[src/rtl/load_queue_scheduler.sv]
// Load queue: FIFO of dispatched loads, issued one at a time to memory, then broadcast on the CDB.
// Optional flush port is enabled by defining LOAD_QUEUE_FLUSH_EN.
module load_queue_scheduler #(
    parameter int DEPTH = 4
) (
    input  logic        clock,
    input  logic        reset,
`ifdef LOAD_QUEUE_FLUSH_EN
    input  logic        flush,
`endif
    input  logic        in_valid,
    output logic        in_ready,
    input  logic [2:0]  in_type,
    input  logic [31:0] in_addr,
    input  logic [5:0]  in_rob,
    output logic        mem_req,
    output logic [31:0] mem_addr,
    input  logic        mem_ack,
    input  logic [31:0] mem_data,
    output logic        cdb_req,
    input  logic        cdb_grant,
    output logic [5:0]  cdb_rob,
    output logic [31:0] cdb_data,
    output logic        busy
);

    localparam int PTR_W = (DEPTH > 1) ? $clog2(DEPTH) : 1;
    localparam int CNT_W = $clog2(DEPTH) + 1;

    typedef enum logic [1:0] {IDLE, MEM, CDB} state_t;

    state_t             state_q, state_d;
    logic [PTR_W-1:0]   wr_ptr, rd_ptr;
    logic [CNT_W-1:0]   count;
    logic               flush_i;
    logic               push, pop;

    logic [31:0]        q_addr [DEPTH];
    logic [2:0]         q_type [DEPTH];
    logic [5:0]         q_rob  [DEPTH];

    function automatic logic [31:0] format_load(input logic [2:0] t, input logic [31:0] d);
        logic [31:0] r;
        case (t)
            3'b000:  r = {{24{d[7]}}, d[7:0]};
            3'b001:  r = {{16{d[15]}}, d[15:0]};
            3'b100:  r = {24'b0, d[7:0]};
            3'b101:  r = {16'b0, d[15:0]};
            default: r = d;
        endcase
        return r;
    endfunction

`ifdef LOAD_QUEUE_FLUSH_EN
    assign flush_i = flush;
`else
    assign flush_i = 1'b0;
`endif

    // in_ready looks at count alone, so a same-cycle pop never opens a slot for a push
    assign in_ready = (count < CNT_W'(DEPTH));
    assign push     = in_valid && in_ready && !flush_i;
    assign pop      = (state_q == MEM) && mem_ack && !flush_i;

    assign mem_req  = (state_q == MEM);
    assign mem_addr = (state_q == MEM) ? q_addr[rd_ptr] : 32'd0;
    assign cdb_req  = (state_q == CDB);
    assign busy     = (count != '0) || (state_q != IDLE);

    always_comb begin
        state_d = state_q;
        case (state_q)
            IDLE:    if (count != '0) state_d = MEM;
            MEM:     if (mem_ack)     state_d = CDB;
            CDB:     if (cdb_grant)   state_d = IDLE;
            default: state_d = IDLE;
        endcase
        if (flush_i) state_d = IDLE;
    end

    always_ff @(posedge clock or posedge reset) begin
        if (reset) begin
            state_q  <= IDLE;
            wr_ptr   <= '0;
            rd_ptr   <= '0;
            count    <= '0;
            cdb_rob  <= '0;
            cdb_data <= '0;
        end else begin
            state_q <= state_d;
            if (flush_i) begin
                wr_ptr <= '0;
                rd_ptr <= '0;
                count  <= '0;
            end else begin
                if (push) wr_ptr <= wr_ptr + PTR_W'(1);
                if (pop)  rd_ptr <= rd_ptr + PTR_W'(1);
                case ({push, pop})
                    2'b10:   count <= count + CNT_W'(1);
                    2'b01:   count <= count - CNT_W'(1);
                    default: count <= count;
                endcase
            end
            // Result is captured once and held until the CDB grant arrives
            if (pop) begin
                cdb_rob  <= q_rob[rd_ptr];
                cdb_data <= format_load(q_type[rd_ptr], mem_data);
            end
        end
    end

    always_ff @(posedge clock) begin
        if (push) begin
            q_addr[wr_ptr] <= in_addr;
            q_type[wr_ptr] <= in_type;
            q_rob[wr_ptr]  <= in_rob;
        end
    end

endmodule

[config.mk]
export PLATFORM = sky130hd
export DESIGN_NAME = load_queue_scheduler
export DESIGN_NICKNAME = d
export VERILOG_FILES = /design/src/rtl/load_queue_scheduler.sv
export SDC_FILE = /design/constraint.sdc
export NUM_CORES = 1
export LEC_CHECK = 0
export ABC_CLOCK_PERIOD_IN_PS = 3950
export CORE_AREA = 5 5 108 151
export DETAILED_ROUTE_END_ITERATION = 6
export DIE_AREA = 0 0 113 156
export PLACE_DENSITY = 0.82
export SYNTH_ARGS = -nofsm -noshare
export SYNTH_HDL_FRONTEND = slang
export SYNTH_SLANG_ARGS = --single-unit
[constraint.sdc]
create_clock -name clock -period 3.95 [get_ports clock]
set_input_delay 0.5925 -clock clock [delete_from_list [all_inputs] [get_ports clock]]
set_output_delay 0.5925 -clock clock [all_outputs]
set_load 0.02 [all_outputs]
==> results by group <==
Worst setup path
  • CP max stage delay: between 0.6 and 0.7 ns
  • Arr. time, crit path: 2.69 ns
  • CP endpoint kind: output pin
  • Startpoint Class: flip-flop
  • Critical Path, Cell by Cell: nand2b_1 > buf_4 > nor2b_1 > clkdlybuf4s50_1
  • Reg2reg path depth: 5
  • Critical path data required time: between 3 and 4 ns
  • Crit Path Max Fanout: 23
  • Crit path kind: reg -> out
  • CP max stage cell: nand2b_1

Global route
  • Vias in the first global route: 4810
  • Largest net degree at the start of global routing: 48
  • GR Layer Usage met2: 33.2%
  • Total track usage: 18.4%
  • Overflow after GRT: 0
  • Met3 usage: 4.04%
  • GR peak layer: met2
  • Met1 Usage GRT: between 20% and 30%
  • Initial antenna violation count: 0
  • First-pass GRT wire length: 25.6 mm

Timing
  • Worst slew pin tran: 1.02 ns
  • RSZ-0062 raised after global routing: no
  • Fin. Hold Viols: 0
  • Fin crit share: a little over four fifths
  • Clock Skew: 0.0103 ns
  • Minimum clock period: 3.29 ns
  • Worst relative slew slack: 32.2%
  • Highest clock rate: 0.304 GHz
  • Hold Slack: 0.482 ns
  • Setup_tns: 0 ns
  • Final setup vio count: 0
  • Fin. max-slew vios: 0

Layout
  • Fin nets: 693
  • Multi-input gate area: 1870 µm²
  • Number of filler cells placed in the layout: approximately 920
  • Layout area overhead: 28.2%
  • Final instance area: 10400 µm²
  • Register area: 6100 µm²
  • Layout cells sized above 1: 14.2%
  • ANT cells: 0

Placement
  • DP HPWL: 10.1 mm
  • Gpl congestion: 0.790
  • Post-DP Area: ~9800 µm²
  • Port Buffers: 151

Outcome
  • Status: finished, final reports clean

Route
  • Drt pass-1 iters: 4
  • Residual DRC: 0
  • Drt wl/cell: 19.6 µm
  • Vias per Instance: between 5 and 6
  • Final wirelength: 15.9 mm
  • Routed via count: 4460
  • Drt initial violations: 356
  • Post-DRT Antenna Nets: 0

Floorplan
  • Core ar.: around 15000 µm²
  • Row count: 53
  • Initial core utilization: between 50% and 60%
  • Die Ht: roughly 160 µm
  • DIE WIDTH: 113 µm
  • Die ar.: 17600 µm²
  • Ports: 152

Power and ir drop
  • Max IR drop VDD: 554 µV
  • Power density cells: 755 nW/µm²
  • Total power: 7850 µW
  • Leak Pwr: roughly 0.0037 µW

Clocking
  • Postcts setup bufs: 0
  • # resized after CTS: 0
  • CTS tree: done
  • Clock slew at reported path FFs: about 0.060 ns
  • Clock sink count: 211
  • Clk_lat worst skew: 0.47 ns
  • H-tree levels: 1
  • CTS Hold Bufs: 0
  • CTS Root Cell: clkbuf_16
  • Total CTS buffers: 19
  • Longest Clk Path Bufs: 3

Synth
  • Post-synthesis sequential area ratio: 75.2%
  • Post-synth top area share: 60.7%
  • Ranking of synthesized cells by area: edfxtp_1 (61%), dfrtp_1 (14%), mux4_2 (11%)
  • Post-Syn Nets: roughly 540
  • Cell taking the most area after synthesis: edfxtp_1
  • Avg Inst Size Synth: about 18 µm²
  • FF+latch count, synth: 211
  • Mapped Area: 8120 µm²
  • Post-synthesis cell count: 453
  • Synth warn: 0
  • Synth cell types: 29

Worst hold path
  • Hold Path Depth: 2
  • Worst Hold Class: reg -> reg

Flow run
  • # Max-Cap Violations: 0
-- critical path, delay by kind of cell (launching register included) --
family        cells  cell delay, ns
flops             1            0.41
buf+inv           2            1.05
simple gates      2            0.76
-- layer usage --
| layer | routed length [µm] | part of all wire (%) |
|---|---|---|
| met2 | 8320 | 52 |
| met3 | 1380 | 8.7 |
| met1 | 5970 | 37 |
| met4 | 246 | 1.5 |
| met5 | 0 | 0 |
-- stage by stage --
stage	setup slack (ns)	util [%]	instances
6_report	0.663	70.4	811
5_1_grt	0.470	70.4	811
4_1_cts	0.585	70.4	811
3_5_place_dp	1.04	66.6	780
3_3_place_gp	1.09	66.6	780
2_1_floorplan	1.36	-	453
-- sequential cells by signal, indices dropped and copies added, names as in the netlist --
signal,cells
q_addr,128
cdb_data,32
q_rob,24
q_type,12
cdb_rob,6
count,3
rd_ptr,2
state_q,2
wr_ptr,2
-- cell type report --
type,instances,share of cell area (%)
multi-input cells,207,17.9
clock inverters,4,0.168
flip-flops and latches,211,58.6
inverters,11,0.397
well taps,192,2.31
repair buffers,159,15.3
clock buffers,27,5.22
-- cell usage after synthesis (all sizes together) --
| library cell | count |
|---|---|
| ha | 5 |
| a211oi | 1 |
| nand2 | 61 |
| nor2b | 33 |
| edfxtp | 164 |
| mux2 | 1 |
| mux4 | 41 |
| mux2i | 1 |
| and4b | 1 |
| and2 | 4 |
| nor4 | 1 |
| dfrtp | 47 |
| clkbuf | 13 |
| xor2 | 1 |
| fa | 1 |
| or2 | 1 |
| xnor2 | 5 |
| inv | 11 |
| a221o | 8 |
| buf | 11 |
| nand2b | 3 |
| a21oi | 17 |
| nor2 | 20 |
| o21ai | 2 |
-- report_power, final --
group / switching [µW] / internal, µW / total [µW] / leakage, µW
logic: 1620 / 1490 / 3110 / 0.00137
registers: 190 / 2900 / 3090 / 0.00205
clock network: 708 / 950 / 1660 / 0.000281
-- path summary, 6_finish.rpt --
check | slack [ns] | from | end
setup / recovery | 0.66 | state_q[1]$_DFFE_PP0P_ | mem_addr[11]
hold / removal | 0.48 | cdb_data[3]$_DFFE_PP0P_ | cdb_data[3]$_DFFE_PP0P_
setup reg to reg | 1.64 | rd_ptr[1]$_DFFE_PP0P_ | cdb_data[16]$_DFFE_PP0P_
hold reg to reg | 0.48 | cdb_data[3]$_DFFE_PP0P_ | cdb_data[3]$_DFFE_PP0P_
max in group asynchronous | 2.68 | reset | rd_ptr[0]$_DFFE_PP0P_
min in group asynchronous | 0.64 | reset | cdb_data[1]$_DFFE_PP0P_
-- layout by cell type (no fill, tap or decap), drive strengths merged --
| master | synthesis | layout |
|---|---|---|
| and2 | 4 | 4 |
| ha | 5 | 5 |
| o21ai | 2 | 2 |
| clkbuf | 13 | 27 |
| clkdlybuf4s50 | 0 | 151 |
| xnor2 | 5 | 5 |
| clkinvlp | 0 | 1 |
| buf | 11 | 8 |
| nor4 | 1 | 1 |
| mux4 | 41 | 41 |
| nand2b | 3 | 3 |
| inv | 11 | 11 |
| mux2i | 1 | 1 |
| nor2 | 20 | 20 |
| fa | 1 | 1 |
| clkinv | 0 | 3 |
| edfxtp | 164 | 164 |
| a221o | 8 | 8 |
| a21oi | 17 | 17 |
| xor2 | 1 | 1 |
| and4b | 1 | 1 |
| or2 | 1 | 1 |
| a211oi | 1 | 1 |
| nand2 | 61 | 61 |
| nor2b | 33 | 33 |
| dfrtp | 47 | 47 |
| mux2 | 1 | 1 |
-- cell families (layout without fill, tap and decap cells) --
group | count (synthesis) | in the layout | share of synthesized area (%)
DFF | 211 | 211 | 75.2
and+or+nand+nor | 124 | 124 | 7.20
muxes | 43 | 43 | 11.7
buffers and inverters | 35 | 201 | 1.91
AOI/OAI and AO/OA | 28 | 28 | 2.39
adders and majority gates | 6 | 6 | 1.02
xor gates and xnor gates | 6 | 6 | 0.647
(Power assumes the default switching activity.)
